$ cat src/rtl/ptp_dreq_sched_if.sv
// rtl/ptp_dreq_sched_if.sv - Wishbone write-only bus between scheduler and generator
`timescale 1ns/1ps
interface ptp_dreq_sched_if;
  logic [31:0] addr;
  logic [31:0] data;
  logic        we;
  logic        stb;
  logic        ack;

  modport master (output addr, output data, output we, output stb, input ack);
  modport slave  (input addr, input data, input we, input stb, output ack);
endinterface

$ cat src/rtl/ptp_dreq_sched.sv
// rtl/ptp_dreq_sched.sv - PTP Delay_Req scheduler: tick/trigger, register programming, frame wait
`timescale 1ns/1ps
module ptp_dreq_sched #(
  parameter logic [31:0] BASE_ADDR   = 32'h0300_0100,
  parameter logic [3:0]  MSG_TYPE    = 4'h1,
  parameter int          ACK_TIMEOUT = 16,
  parameter int          TX_TIMEOUT  = 256
) (
  input  logic                    clk,
  input  logic                    rst,
  input  logic                    en_i,
  input  logic                    trig_i,
  input  logic [31:0]             interval_i,
  input  logic [47:0]             tod_sec_i,
  input  logic [31:0]             tod_ns_i,
  ptp_dreq_sched_if.master        wbm,
  input  logic                    mon_tvalid_i,
  input  logic                    mon_tready_i,
  input  logic                    mon_tlast_i,
  output logic                    busy_o,
  output logic [15:0]             seq_id_o,
  output logic                    sent_o,
  output logic                    err_o
);

  localparam int TMAX = (ACK_TIMEOUT > TX_TIMEOUT) ? ACK_TIMEOUT : TX_TIMEOUT;
  localparam int TW   = $clog2(TMAX + 1);

  typedef enum logic [2:0] {
    IDLE, W_TSSH, W_TSSL, W_TSNS, W_INFO, W_CTRL, TX_WAIT, DONE
  } state_t;

  state_t        state_q;
  logic [31:0]   ivl_cnt_q, ivl_cnt_d;
  logic          pending_q, pending_d;
  logic [47:0]   sec_q;
  logic [31:0]   ns_q;
  logic [15:0]   seq_q;
  logic [31:0]   addr_q, data_q;
  logic          stb_q, sent_q, err_q;
  logic [TW-1:0] to_cnt_q;

  logic          tick;
  logic [15:0]   seq_next;
  logic [31:0]   wr_off, wr_data;
  state_t        wr_next;
  logic          tx_done;

  // Period counter holds at 0 while disabled so enabling fires a tick at once.
  always_comb begin
    tick      = 1'b0;
    ivl_cnt_d = '0;
    if (en_i && (interval_i != '0)) begin
      if (ivl_cnt_q == '0) begin
        ivl_cnt_d = interval_i - 32'd1;
        tick      = 1'b1;
      end else begin
        ivl_cnt_d = ivl_cnt_q - 32'd1;
      end
    end
  end

  always_comb begin
    pending_d = pending_q | tick | trig_i;
    if ((state_q == IDLE) && pending_q) begin
      pending_d = 1'b0;
    end
  end

  assign seq_next = seq_q + 16'd1;
  assign tx_done  = mon_tvalid_i & mon_tready_i & mon_tlast_i;

  always_comb begin
    wr_off  = 32'h0;
    wr_data = 32'h0;
    wr_next = IDLE;
    case (state_q)
      W_TSSH: begin wr_off = 32'h08; wr_data = {16'h0, sec_q[47:32]};           wr_next = W_TSSL;  end
      W_TSSL: begin wr_off = 32'h0C; wr_data = sec_q[31:0];                     wr_next = W_TSNS;  end
      W_TSNS: begin wr_off = 32'h10; wr_data = ns_q;                            wr_next = W_INFO;  end
      W_INFO: begin wr_off = 32'h04; wr_data = {MSG_TYPE, 12'h0, seq_next};     wr_next = W_CTRL;  end
      W_CTRL: begin wr_off = 32'h00; wr_data = 32'h1;                           wr_next = TX_WAIT; end
      default: begin wr_off = 32'h0; wr_data = 32'h0;                           wr_next = IDLE;    end
    endcase
  end

  always_ff @(posedge clk or posedge rst) begin
    if (rst) begin
      state_q   <= IDLE;
      ivl_cnt_q <= '0;
      pending_q <= 1'b0;
      sec_q     <= '0;
      ns_q      <= '0;
      seq_q     <= '0;
      addr_q    <= '0;
      data_q    <= '0;
      stb_q     <= 1'b0;
      sent_q    <= 1'b0;
      err_q     <= 1'b0;
      to_cnt_q  <= '0;
    end else begin
      ivl_cnt_q <= ivl_cnt_d;
      pending_q <= pending_d;
      sent_q    <= 1'b0;
      err_q     <= 1'b0;
      case (state_q)
        IDLE: begin
          if (pending_q) begin
            sec_q    <= tod_sec_i;
            ns_q     <= tod_ns_i;
            to_cnt_q <= '0;
            state_q  <= W_TSSH;
          end
        end
        TX_WAIT: begin
          if (tx_done) begin
            sent_q  <= 1'b1;
            seq_q   <= seq_next;
            state_q <= DONE;
          end else if (to_cnt_q == TW'(TX_TIMEOUT - 1)) begin
            err_q   <= 1'b1;
            state_q <= IDLE;
          end else begin
            to_cnt_q <= to_cnt_q + 1'b1;
          end
        end
        DONE: begin
          state_q <= IDLE;
        end
        default: begin
          // Strobe rises one cycle after entering a write state, giving the idle gap.
          if (!stb_q) begin
            stb_q    <= 1'b1;
            addr_q   <= BASE_ADDR + wr_off;
            data_q   <= wr_data;
            to_cnt_q <= '0;
          end else if (wbm.ack) begin
            stb_q    <= 1'b0;
            to_cnt_q <= '0;
            state_q  <= wr_next;
          end else if (to_cnt_q == TW'(ACK_TIMEOUT - 1)) begin
            stb_q   <= 1'b0;
            err_q   <= 1'b1;
            state_q <= IDLE;
          end else begin
            to_cnt_q <= to_cnt_q + 1'b1;
          end
        end
      endcase
    end
  end

  assign wbm.addr = addr_q;
  assign wbm.data = data_q;
  assign wbm.we   = stb_q;
  assign wbm.stb  = stb_q;
  assign busy_o   = (state_q != IDLE);
  assign seq_id_o = seq_q;
  assign sent_o   = sent_q;
  assign err_o    = err_q;

endmodule
$ cat src/flat_wrapper.sv
// flat-port wrapper written by rule: the top's interface ports become plain ports
module ptp_dreq_sched_flat 
#(
  parameter logic [31:0] BASE_ADDR   = 32'h0300_0100,
  parameter logic [3:0]  MSG_TYPE    = 4'h1,
  parameter int          ACK_TIMEOUT = 16,
  parameter int          TX_TIMEOUT  = 256
)
  (clk, rst, en_i, trig_i, interval_i, tod_sec_i, tod_ns_i, mon_tvalid_i, mon_tready_i, mon_tlast_i, busy_o, seq_id_o, sent_o, err_o, wbm_addr, wbm_data, wbm_we, wbm_stb, wbm_ack);
  ptp_dreq_sched_if wbm_i ();
  input  logic clk;
  input  logic rst;
  input  logic en_i;
  input  logic trig_i;
  input  logic [31:0] interval_i;
  input  logic [47:0] tod_sec_i;
  input  logic [31:0] tod_ns_i;
  input  logic mon_tvalid_i;
  input  logic mon_tready_i;
  input  logic mon_tlast_i;
  output logic busy_o;
  output logic [15:0] seq_id_o;
  output logic sent_o;
  output logic err_o;
  output wire logic [$bits(wbm_i.addr)-1:0] wbm_addr;
  output wire logic [$bits(wbm_i.data)-1:0] wbm_data;
  output wire logic [$bits(wbm_i.we)-1:0] wbm_we;
  output wire logic [$bits(wbm_i.stb)-1:0] wbm_stb;
  input wire logic [$bits(wbm_i.ack)-1:0] wbm_ack;
  assign wbm_addr = wbm_i.addr;
  assign wbm_data = wbm_i.data;
  assign wbm_we = wbm_i.we;
  assign wbm_stb = wbm_i.stb;
  assign wbm_i.ack = wbm_ack;
  ptp_dreq_sched #(.BASE_ADDR(BASE_ADDR), .MSG_TYPE(MSG_TYPE), .ACK_TIMEOUT(ACK_TIMEOUT), .TX_TIMEOUT(TX_TIMEOUT)) u_core (.clk(clk), .rst(rst), .en_i(en_i), .trig_i(trig_i), .interval_i(interval_i), .tod_sec_i(tod_sec_i), .tod_ns_i(tod_ns_i), .wbm(wbm_i), .mon_tvalid_i(mon_tvalid_i), .mon_tready_i(mon_tready_i), .mon_tlast_i(mon_tlast_i), .busy_o(busy_o), .seq_id_o(seq_id_o), .sent_o(sent_o), .err_o(err_o));
endmodule
$ cat config.mk
export PLATFORM = sky130hd
export DESIGN_NAME = ptp_dreq_sched_flat
export DESIGN_NICKNAME = d
export VERILOG_FILES = /design/src/rtl/ptp_dreq_sched_if.sv /design/src/rtl/ptp_dreq_sched.sv /design/src/flat_wrapper.sv
export SDC_FILE = /design/constraint.sdc
export NUM_CORES = 1
export LEC_CHECK = 0
export CAP_MARGIN = 20
export CORE_AREA = 2 2 139 141
export DETAILED_ROUTE_END_ITERATION = 7
export DIE_AREA = 0 0 141 143
export MAX_ROUTING_LAYER = met4
export PLACE_DENSITY = 0.9
export SYNTH_ARGS = -nofsm -noshare
export SYNTH_HDL_FRONTEND = slang
export SYNTH_SLANG_ARGS = --single-unit
$ cat constraint.sdc
create_clock -name clk -period 7.4 [get_ports clk]
set_input_delay 1.11 -clock clk [delete_from_list [all_inputs] [get_ports clk]]
set_output_delay 1.11 -clock clk [all_outputs]
set_load 0.03 [all_outputs]
After elaboration in Yosys (flattened, before gate mapping). Cells that the tools add are included.

Input bits: 120. Flip-flop bits (word level): 208. Output and inout port bits: 85.

Bitwise operators: 7. Muxes and demuxes: 33. Reductions and logical operators: 15. Eq/ne operators: 14. Add/sub/neg operators: 5.

Operators by type and width (number): 32-bit one-hot mux with 5 select lines (1); 32-bit 2-to-1 mux (2); 32-bit by 1-bit subtractor with 32-bit output, second input constant (2); 9-bit 2-to-1 mux (6); 32-bit logical NOT (1); 32-bit nonzero test (1); 26-bit by 5-bit adder with 27-bit output, first input constant (1); 9-bit one-hot mux with 3 select lines (1); 5-bit one-hot mux with 4 select lines (1); 3-bit 2-to-1 mux (6); 16-bit by 1-bit adder with 16-bit output, second input constant (1); 3-bit one-hot mux with 5 select lines (1); 1-bit 2-to-1 mux (13); 3-bit equality test, second input constant (4); 9-bit by 1-bit adder with 9-bit output, second input constant (1); 9-bit by 4-bit equality test with 1-bit output, second input constant (1); 9-bit by 8-bit equality test with 1-bit output, second input constant (1); 3-bit one-hot mux with 3 select lines (1); 3-bit by 2-bit equality test with 1-bit output, second input constant (2); 2-bit AND reduction (3); 5-bit != test, second input constant (1); 5-bit AND reduction (1); 5-bit nonzero test (1); 2-bit != test, second input constant (2); 14 further kinds (19).

Logic depth before layout (Yosys ltp). Gate-level depths: netlist of run 1.

Word-level depth: 6. Mapped depth: 15. Mapped depth without buffers: 12.

Worst setup path after synthesis of run 1. No wires, ideal clock.

Kind: input -> register. From: input interval_i[3]. To: register u_core.ivl_cnt_q[28]. Slack: 4111 ps. Path buffers: 0. Stages: 7. Arrival time: 3164 ps. Library setup time: 125 ps. Cells stage by stage: or2_1 -> or4_4 -> nor2_1 -> a41oi_2 -> a2111o_1 -> nor4_1 -> mux2_2.

Longest elaborated chain between the ends: 3.

RTL lines: start, declared (line flat_wrapper.sv:15) `input logic [31:0] interval_i;`; 32-bit by 1-bit subtractor with 32-bit output / 32-bit nonzero test (equally long branches) (line ptp_dreq_sched.sv:55, ptp_dreq_sched.sv:53); 32-bit 2-to-1 mux / 1-bit logical AND (equally long branches) (line ptp_dreq_sched.sv:54, ptp_dreq_sched.sv:53); 32-bit 2-to-1 mux (*) (line ptp_dreq_sched.sv:53) `if (en_i && (interval_i != '0)) begin`; via u_core.ivl_cnt_d[28] (line ptp_dreq_sched.sv:34) `logic [31:0] ivl_cnt_q, ivl_cnt_d;`; end signal, assigned (line ptp_dreq_sched.sv:102) `ivl_cnt_q <= ivl_cnt_d;`; end, declared (line ptp_dreq_sched.sv:34).

Mark *: on every way through the listed nets, which the timed path passes. The rest lies on a longest branch. A chain may end at the register's enable or synchronous reset.

Worst setup path after layout of run 1.
From: input interval_i[26]. To: register u_core.ivl_cnt_q[12].

Longest elaborated chain between the ends: 3.

RTL lines (line): 32-bit nonzero test (ptp_dreq_sched.sv:53); 1-bit logical AND (ptp_dreq_sched.sv:53); 32-bit 2-to-1 mux (ptp_dreq_sched.sv:53); via u_core.ivl_cnt_d[12] (ptp_dreq_sched.sv:34).

The timed path passes the listed nets, and every way through them passes these cells.

==> results.rst, run 1 <==
.. list-table::
   :header-rows: 1

   * - Metric
     - Value
   * - Outcome
     - finished, final reports clean
   * - Reg-to-reg endpoint
     - u_core.ivl_cnt_q[28]
   * - Drt total wl
     - 24.9 mm
   * - Synthesized cell area
     - 0.00941 sq mm
   * - Reg power frac
     - 32.2%
   * - Number of port buffers
     - 178
   * - Synthesized netlist cell count
     - just under 900
   * - Endpoint required time on the critical path
     - a little under 8 ns
   * - Final hold viol count
     - 0
   * - Layout Skew
     - 0.0125 ns
   * - Floorplan Core Area
     - about 0.019 sq mm
   * - Clock tree from TritonCTS
     - done
   * - Number of rows created at floorplan
     - 50
   * - Detail Placement HPWL
     - 17.3 mm
   * - Peak per-stage delay on the critical path
     - 0.56 ns
   * - Post CTS Setup Buffer Count
     - 0
   * - Relative slew margins
     - a little over a fifth
   * - Post-route setup TNS
     - 0 ns
   * - Net Switching
     - 2.15 mW
   * - Post-synthesis async set-or-reset flop share
     - 100%
   * - Clock latency reported for the late side of the worst-skew pair
     - 0.43 ns
   * - Nature of the critical path endpoint
     - register
   * - Cell Count Post-Placement
     - 1248
   * - N_diodes
     - 0
   * - Unrepaired setup endpoints after global routing
     - false
   * - Critical path depth in cells
     - 8
   * - Final critical delay including setup and external delays
     - 3.87 ns
   * - Clock net sink count
     - 180
   * - Routed wire per std cell
     - 19.4 um
   * - Library cell appearing most often on the critical path
     - sky130_fd_sc_hd__or4_1
   * - Final design utilization
     - 63.3%
   * - Register bit total from synthesis
     - 180
   * - Int Power
     - 3.01 mW
   * - Destination of the critical timing path
     - u_core.ivl_cnt_q[12]
   * - Count of pins over their slew limit
     - 0
   * - Warnings, synthesis
     - 0
   * - Starting Density
     - approximately half
   * - Iter 0 DRT Violations
     - 612
   * - Combinational fraction of design power
     - around half
   * - Detail Route Antenna Nets
     - 0
   * - Post-route worst hold slack
     - 0.480 ns
   * - Yosys cell types
     - 67
   * - Slew at the pin closest to its max-slew limit
     - 1.17 ns
   * - Leakage power summed over all cells
     - between 4 and 5 nW
   * - Synthesized area per cell
     - 10.7 sq um
   * - Final Setup Violations
     - 0
   * - Count of nets after finishing
     - 1158
   * - Width of the chip
     - between 100 and 150 um
   * - GRT Overall Usage
     - 25.8%
   * - Type of origin of the critical path
     - primary input
   * - Ratio of cells with drive above 1 in the final layout
     - 15.6%
   * - Cell with the largest stage delay on the worst path
     - sky130_fd_sc_hd__or4_1
   * - Bufs and invs on worst path
     - 2
   * - Drc violations
     - 0
   * - Power, Total
     - 5.16 mW
   * - Overall die area
     - 0.0202 sq mm
   * - Switching power as a share of total power
     - around two fifths
   * - Via count
     - 7608
   * - Part of the total power dissipated in the clock network
     - 16.6%
   * - Max Cap Violations
     - 0
   * - Global route total overflow
     - 0
   * - Startpoint of the worst-slack reg-to-reg timing path
     - u_core.ivl_cnt_q[9]
   * - Crit. Startpoint
     - interval_i[26]
   * - Number of gates given a new drive strength after cts
     - 0
   * - Final RePlAce weighted congestion
     - roughly 0.9
   * - Area overhead of the layout relative to synthesis
     - 25.1%
   * - Category of the most critical setup path
     - in -> reg
   * - CP top delay family
     - simple AND/OR/NAND/NOR gates
   * - First-pass detailed-route iteration total
     - 5
   * - Most used flip-flop cell after synthesis
     - sky130_fd_sc_hd__dfrtp_1
   * - Max Fanout on Critical Path
     - 28
   * - Proportion of synthesized chip area in sequential cells
     - between 40% and 50%
   * - Initial antenna violation count
     - 0
   * - Maximum clock insertion buffer count
     - 2
   * - Total power divided by cell area
     - 438 mW/mm^2
   * - Depth of the worst register-to-register path
     - 11
   * - H-tree depth
     - 4
   * - Root Buffer
     - sky130_fd_sc_hd__clkbuf_16
   * - Number of top-level pins
     - 205
   * - Die Y
     - 143 um
   * - Total clock buffers created by CTS
     - 17
   * - Max Clock Freq
     - 259 MHz
   * - Worst path arrival time
     - 4.17 ns
   * - Reg2reg setup slack
     - 3.69 ns
   * - Largest net degree at the start of global routing
     - 107
   * - First-pass GRT wire length
     - about 40 mm
   * - Count of flip-flops with a built-in enable after synthesis
     - 0
   * - Class of the tightest hold or removal check
     - reg -> reg
   * - Number of standard cells in the final layout excluding fillers
     - 1281
   * - List of cells traversed by the critical path
     - clkdlybuf4s50_1 > or4_1 > or2_1 > or4_1 > o41ai_4 > buf_4 > a21oi_1 > mux2_1
   * - Via count of the first global-routing pass
     - 7658
   * - Maximum vdd ir drop
     - 0.000243 V
   * - Via/cell ratio
     - 5.94
   * - Final Cycle Share
     - 52.3%
   * - CTS hold repair buffers
     - 0
   * - Clock input transition at the sequential cells of the worst setup and hold paths
     - 0.07 ns
## layout make-up
cell class / count / area [sq um]
Clock buffer: 18 / 429
Fill cell: 1469 / 6810
Clock inverter: 14 / 123
Timing Repair Buffer: 187 / 1850
Tap cell: 234 / 293
Inverter: 13 / 53.8
Multi-Input combinational cell: 635 / 4520
Sequential cell: 180 / 4500
## logic make-up (layout without fill, tap and decap cells)
kind of cell / Yosys count / in the layout / share of synthesized area (%)
DFF: 180 / 180 / 47.9
and+or+nand+nor: 272 / 272 / 15.7
other: 1 / 26 / 0.0399
muxes: 105 / 105 / 12.5
xor gates and xnor gates: 44 / 44 / 4.10
adders and majority gates: 4 / 4 / 0.532
AOI/OAI and AO/OA: 184 / 184 / 14.0
buffers and inverters: 91 / 232 / 5.35
## Yosys cell counts, types with 3 or more instances
library cell / count / share of area (%)
sky130_fd_sc_hd__nor3b_1: 3 / 0.24
sky130_fd_sc_hd__o21ai_0: 27 / 1.4
sky130_fd_sc_hd__mux2i_1: 8 / 0.85
sky130_fd_sc_hd__o211ai_1: 5 / 0.40
sky130_fd_sc_hd__buf_4: 31 / 2.5
sky130_fd_sc_hd__a31oi_1: 5 / 0.33
sky130_fd_sc_hd__and2_1: 7 / 0.47
sky130_fd_sc_hd__nor4_1: 15 / 1.0
sky130_fd_sc_hd__o21a_1: 21 / 1.7
sky130_fd_sc_hd__xnor2_1: 26 / 2.4
sky130_fd_sc_hd__a22oi_1: 16 / 1.3
sky130_fd_sc_hd__or3_1: 6 / 0.40
sky130_fd_sc_hd__nor3_1: 26 / 1.4
sky130_fd_sc_hd__a221o_1: 15 / 1.6
sky130_fd_sc_hd__buf_6: 5 / 0.60
sky130_fd_sc_hd__a21o_1: 5 / 0.40
sky130_fd_sc_hd__a21oi_1: 45 / 2.4
sky130_fd_sc_hd__or4_1: 10 / 0.80
sky130_fd_sc_hd__buf_2: 5 / 0.27
sky130_fd_sc_hd__dfrtp_1: 180 / 48
sky130_fd_sc_hd__inv_1: 13 / 0.52
sky130_fd_sc_hd__xor2_1: 18 / 1.7
sky130_fd_sc_hd__ha_1: 4 / 0.53
sky130_fd_sc_hd__clkbuf_1: 34 / 1.4
sky130_fd_sc_hd__nand2_1: 41 / 1.6
sky130_fd_sc_hd__nor2_1: 69 / 2.8
sky130_fd_sc_hd__a211oi_1: 4 / 0.32
sky130_fd_sc_hd__nand4_1: 8 / 0.53
sky130_fd_sc_hd__nand3_1: 19 / 1.0
sky130_fd_sc_hd__nand2b_1: 13 / 0.86
sky130_fd_sc_hd__nand3b_1: 3 / 0.24
sky130_fd_sc_hd__o31ai_1: 6 / 0.48
sky130_fd_sc_hd__a31o_2: 4 / 0.37
sky130_fd_sc_hd__and3_1: 25 / 1.7
sky130_fd_sc_hd__mux2_2: 96 / 11
sky130_fd_sc_hd__or2_2: 6 / 0.40
sky130_fd_sc_hd__nor2b_1: 6 / 0.40
sky130_fd_sc_hd__o221ai_1: 15 / 1.4
## per-stage QoR
step | area (sq um) | setup WS (ns)
after floorplan | 9500 | 1.40
after global routing | 11800 | 3.37
after global placement | 11200 | 3.11
after CTS | 11800 | 3.51
final | 11800 | 3.53
after detailed placement | 11200 | 3.07
## sequential cells by signal, indices dropped and copies added (netlist names)
name,cells
u_core.ivl_cnt_q,32
u_core.err_o,1
u_core.wbm.stb,1
u_core.to_cnt_q,9
u_core.wbm.data,32
u_core.sec_q,48
u_core.sent_o,1
u_core.pending_q,1
u_core.wbm.addr,4
u_core.state_q,3
u_core.ns_q,32
u_core.seq_id_o,16
## worst min path at each step
stage,to,depth (start not counted),from
4_1_cts,u_core.wbm.data[0],2,u_core.wbm.data[0]
6_report,u_core.wbm.addr[2],2,u_core.wbm.addr[2]
3_3_place_gp,u_core.wbm.addr[4],1,u_core.wbm.addr[4]
3_5_place_dp,u_core.wbm.data[0],2,u_core.wbm.data[0]
5_1_grt,u_core.wbm.data[15],1,u_core.wbm.data[15]
2_1_floorplan,u_core.to_cnt_q[8],2,u_core.to_cnt_q[8]
## power by group through the flow
stage / clock [mW] / combinational [mW] / sequential, mW
3_5_place_dp: 0 / 2.61 / 1.66
2_1_floorplan: 0 / 1.80 / 1.74
3_3_place_gp: 0 / 2.53 / 1.64
4_1_cts: 0.873 / 2.63 / 1.65
6_report: 0.857 / 2.64 / 1.66
5_1_grt: 0.915 / 2.85 / 1.71
## metal layers
metal / track usage, % / vias up / routed length [um]
li1: - / 3467 / -
met1: 31.1 / 3778 / 10100
met2: 42.2 / 304 / 12300
met3: 6.87 / 59 / 1770
met4: 9.47 / 0 / 671
met5: - / - / 0
## worst register-to-register path: stages (launching register included)
cell and delay [ns]:
sky130_fd_sc_hd__dfrtp_1 0.50, sky130_fd_sc_hd__nor3_1 0.42, sky130_fd_sc_hd__nand4_1 0.28, sky130_fd_sc_hd__nor3_2 0.81
sky130_fd_sc_hd__a21oi_1 0.20, sky130_fd_sc_hd__ha_1 0.26, sky130_fd_sc_hd__nand2_1 0.17, sky130_fd_sc_hd__nor2_1 0.12
sky130_fd_sc_hd__nand2_1 0.15, sky130_fd_sc_hd__a2111o_1 0.29, sky130_fd_sc_hd__nor4_1 0.12, sky130_fd_sc_hd__mux2_2 0.28
## layout by cell type, fill, tap and decap left out, types with 18 or more instances in the layout
| cell type | instances |
|---|---|
| sky130_fd_sc_hd__a21oi_1 | 45 |
| sky130_fd_sc_hd__and3_1 | 25 |
| sky130_fd_sc_hd__clkdlybuf4s50_1 | 178 |
| sky130_fd_sc_hd__conb_1 | 26 |
| sky130_fd_sc_hd__dfrtp_1 | 180 |
| sky130_fd_sc_hd__mux2_2 | 96 |
| sky130_fd_sc_hd__nand2_1 | 41 |
| sky130_fd_sc_hd__nand3_1 | 19 |
| sky130_fd_sc_hd__nor2_1 | 69 |
| sky130_fd_sc_hd__nor3_1 | 24 |
| sky130_fd_sc_hd__o21a_1 | 21 |
| sky130_fd_sc_hd__o21ai_0 | 27 |
| sky130_fd_sc_hd__xnor2_1 | 26 |
| sky130_fd_sc_hd__xor2_1 | 18 |
Note: power is estimated with default switching activity, not from simulation.
==> inputs of run 2 (changes only) <==
CORE_AREA = 2 2 147 149   (was 2 2 139 141)
DIE_AREA = 0 0 149 151   (was 0 0 141 143)
PLACE_DENSITY = 0.85   (was 0.9)
clock period = 3.1 ns   (was 7.4 ns; I/O delays follow)
==> run 2 against run 1 <==
Effect of this change:
- first-iteration DRC count shrank 13%
- non-clock buffer count grew 31
- design area up 3.4%
- sequential share of layout area shrank 1.3 points
- clock skew up 0.00083 ns
- sequential cell count unchanged
- critical path depth grew 3
- core utilization shrank 4.9 points
- worst setup slack worse by 3.4 ns
- total power rose by 150%
- sequential power is 140% higher
==> results.rst, run 2 (synthesis gave the netlist of run 1 again) <==
.. list-table::
   :header-rows: 1

   * - Metric
     - Value
   * - Outcome
     - finished, final reports clean (unchanged)
   * - Detail Placement HPWL
     - 17.3 mm (about the same)
   * - Fillers
     - 1734 (was 1469)
   * - Relative slew margins
     - 41.2% (was 21.7%)
   * - List of cells traversed by the critical path
     - nor4_1 > nand4_1 > nor3_4 > a21oi_1 > ha_2 > nand2_2 > nor2_2 > nand2_1 > a2111o_1 > nor4_1 > mux2_2 (was clkdlybuf4s50_1 > or4_1 > or2_1 > or4_1 > o41ai_4 > buf_4 > a21oi_1 > mux2_1)
   * - Final Cycle Share
     - 95.3%
   * - Type of origin of the critical path
     - register (was primary input)
   * - Via/cell ratio
     - 5.64 (was 5.94)
   * - Number of top-level pins
     - 205 (unchanged)
   * - Routed wire per std cell
     - 18.2 um (was 19.4 um)
   * - Total clock buffers created by CTS
     - 17 (unchanged)
   * - Nature of the critical path endpoint
     - register (unchanged)
   * - GRT Overall Usage
     - 23.0% (was 25.8%)
   * - Max Cap Violations
     - 0 (unchanged)
   * - Leading cell type in the layout, fill and taps excluded
     - sky130_fd_sc_hd__dfrtp_1 (unchanged)
   * - Total power divided by cell area
     - 1050 mW/mm^2 (was 438 mW/mm^2)
   * - Slew at the pin closest to its max-slew limit
     - 0.881 ns (was 1.17 ns)
   * - Reg with most FFs
     - u_core.sec_q (unchanged)
   * - Final design utilization
     - 58.4% (was 63.3%)
   * - Area used by multi-input combinational logic
     - 0.00454 sq mm (was 0.00452 sq mm)
   * - Class of the tightest hold or removal check
     - reg -> reg (unchanged)
   * - Global route total overflow
     - 0 (unchanged)
   * - Drt total wl
     - 24.6 mm (was 24.9 mm)
   * - Area overhead of the layout relative to synthesis
     - 29.3% (was 25.1%)
   * - Via count
     - 7633 (was 7608)
   * - Least setup slack across all paths after layout
     - 0.145 ns (was 3.53 ns)
   * - Clock net sink count
     - 180 (unchanged)
   * - Ratio of cells with drive above 1 in the final layout
     - 18.3% (was 15.6%)
   * - Setup WS pre-CTS
     - -0.0747 ns (was 3.07 ns)
   * - Initial antenna violation count
     - 0 (unchanged)
   * - Layout Skew
     - 0.0133 ns (was 0.0125 ns)
   * - Max Clock Freq
     - about 340 MHz
   * - Iter 0 DRT Violations
     - 535 (was 612)
   * - Number of gates given a new drive strength after cts
     - 0 (unchanged)
   * - Worst path arrival time
     - 3.27 ns (was 4.17 ns)
   * - Endpoint required time on the critical path
     - 3.41 ns (was 7.70 ns)
   * - Drc violations
     - 0 (unchanged)
   * - Peak per-stage delay on the critical path
     - 0.47 ns (was 0.56 ns)
   * - Leakage power summed over all cells
     - 5.10 nW (was 4.91 nW)
   * - Max Fanout on Critical Path
     - 5 (was 28)
   * - Floorplan Core Area
     - 0.0208 sq mm (was 0.0186 sq mm)
   * - Bufs and invs on worst path
     - 0 (was 2)
   * - Maximum vdd ir drop
     - 0.000566 V (was 0.000243 V)
   * - Number of rows created at floorplan
     - 53 (was 50)
   * - First-pass detailed-route iteration total
     - 5 (unchanged)
   * - Root Buffer
     - sky130_fd_sc_hd__clkbuf_16 (unchanged)
   * - Unrepaired setup endpoints after global routing
     - false (unchanged)
   * - Clock latency reported for the late side of the worst-skew pair
     - 0.43 ns (about the same)
   * - Width of the chip
     - 149 um (was 141 um)
   * - Count of pins over their slew limit
     - 0 (unchanged)
   * - First-pass GRT wire length
     - 39.5 mm (was 39.6 mm)
   * - Post-route setup TNS
     - 0 ns (unchanged)
   * - Number of port buffers
     - 178 (unchanged)
   * - Clock tree from TritonCTS
     - done (unchanged)
   * - CP top delay family
     - simple AND/OR/NAND/NOR gates (unchanged)
   * - Post-route worst hold slack
     - 0.477 ns (was 0.480 ns)
   * - Count of nets after finishing
     - 1189 (was 1158)
   * - Final hold viol count
     - 0 (unchanged)
   * - Final critical delay including setup and external delays
     - about 3.0 ns
   * - Overall die area
     - 0.0225 sq mm (was 0.0202 sq mm)
   * - Cell with the largest stage delay on the worst path
     - sky130_fd_sc_hd__dfrtp_1 (was sky130_fd_sc_hd__or4_1)
   * - Final RePlAce weighted congestion
     - 0.941 (was 0.907)
   * - Largest net degree at the start of global routing
     - 156 (was 107)
   * - Clock input transition at the sequential cells of the worst setup and hold paths
     - 0.07 ns (about the same)
   * - Category of the most critical setup path
     - reg -> reg (was in -> reg)
   * - Number of flip-flops in the largest register
     - 48 (unchanged)
   * - CTS hold repair buffers
     - 0 (unchanged)
   * - Die Y
     - 151 um (was 143 um)
   * - Final Setup Violations
     - 0 (unchanged)
   * - Via count of the first global-routing pass
     - 7617 (was 7658)
   * - Starting Density
     - 45.2% (was 50.6%)
   * - Maximum clock insertion buffer count
     - 2 (unchanged)
   * - Storage element area
     - 0.00450 sq mm (unchanged)
   * - H-tree depth
     - 4 (unchanged)
   * - N_diodes
     - 0 (unchanged)
   * - Detail Route Antenna Nets
     - 0 (unchanged)
   * - Post CTS Setup Buffer Count
     - 0 (unchanged)
   * - Commonest cells after routing, fill and taps aside
     - sky130_fd_sc_hd__dfrtp_1, sky130_fd_sc_hd__clkdlybuf4s50_1, sky130_fd_sc_hd__mux2_2, sky130_fd_sc_hd__nor2_1, sky130_fd_sc_hd__a21oi_1 (unchanged)
   * - Library cell appearing most often on the critical path
     - sky130_fd_sc_hd__nor4_1 (was sky130_fd_sc_hd__or4_1)
## run 2: worst reg2reg max path, cell delays in order (launching register included)
cell and delay, ns:
sky130_fd_sc_hd__dfrtp_1 0.47, sky130_fd_sc_hd__nor4_1 0.13, sky130_fd_sc_hd__nand4_1 0.18, sky130_fd_sc_hd__nor3_4 0.08, sky130_fd_sc_hd__a21oi_1 0.24, sky130_fd_sc_hd__ha_2 0.27
sky130_fd_sc_hd__nand2_2 0.10, sky130_fd_sc_hd__nor2_2 0.15, sky130_fd_sc_hd__nand2_1 0.14, sky130_fd_sc_hd__a2111o_1 0.44, sky130_fd_sc_hd__nor4_1 0.26, sky130_fd_sc_hd__mux2_2 0.38
## run 2: worst paths after layout
check / start / end / slack (ns) / depth (start not counted)
max: u_core.ivl_cnt_q[7] / u_core.ivl_cnt_q[28] / 0.15 / 11
min: u_core.wbm.addr[4] / u_core.wbm.addr[4] / 0.48 / 1
max reg2reg: u_core.ivl_cnt_q[7] / u_core.ivl_cnt_q[28] / 0.15 / 11
min reg2reg: u_core.wbm.addr[4] / u_core.wbm.addr[4] / 0.48 / 1
max in group asynchronous: rst / u_core.sec_q[6] / 1.83 / 3
min in group asynchronous: rst / u_core.ivl_cnt_q[11] / 0.51 / 3
## run 2: final cells by class
cell class	count	area share, %
clock buffers	20	3.67
clock inverters	12	1.36
inverters	13	0.432
multi-input cells	635	37.3
flip-flops and latches	180	37.0
well taps	275	2.83
repair buffers	218	17.4
## run 2: where the power goes
part / total, mW / leakage (nW) / internal [mW] / switching [mW]
Clock: 2.27 / 0.294 / 1.31 / 0.961
Sequential: 3.93 / 2.25 / 3.30 / 0.628
Combinational: 6.52 / 2.55 / 3.04 / 3.48
Total: 12.7 / 5.10 / 7.65 / 5.07
## run 2: routing by layer
metal  vias to the layer above  global-route usage (%)  wire [um]  part of all wire, %
met3                        62                    5.93       1740                  7.1
met5                         -                       -          0                    0
met2                       272                    36.4      11800                   48
met1                      3756                    28.2      10200                   41
li1                       3543                       -          -                    -
met4                         0                    9.86        820                  3.3
## run 2: metrics by stage
stage | cells | total power, mW | cell area [sq um]
CTS | 1353 | 12.7 | 12200
finish | 1353 | 12.7 | 12200
global placement | 1321 | 10.2 | 11600
detailed placement | 1321 | 10.4 | 11600
floorplan | 906 | 8.49 | 9530
global route | 1353 | 13.6 | 12200
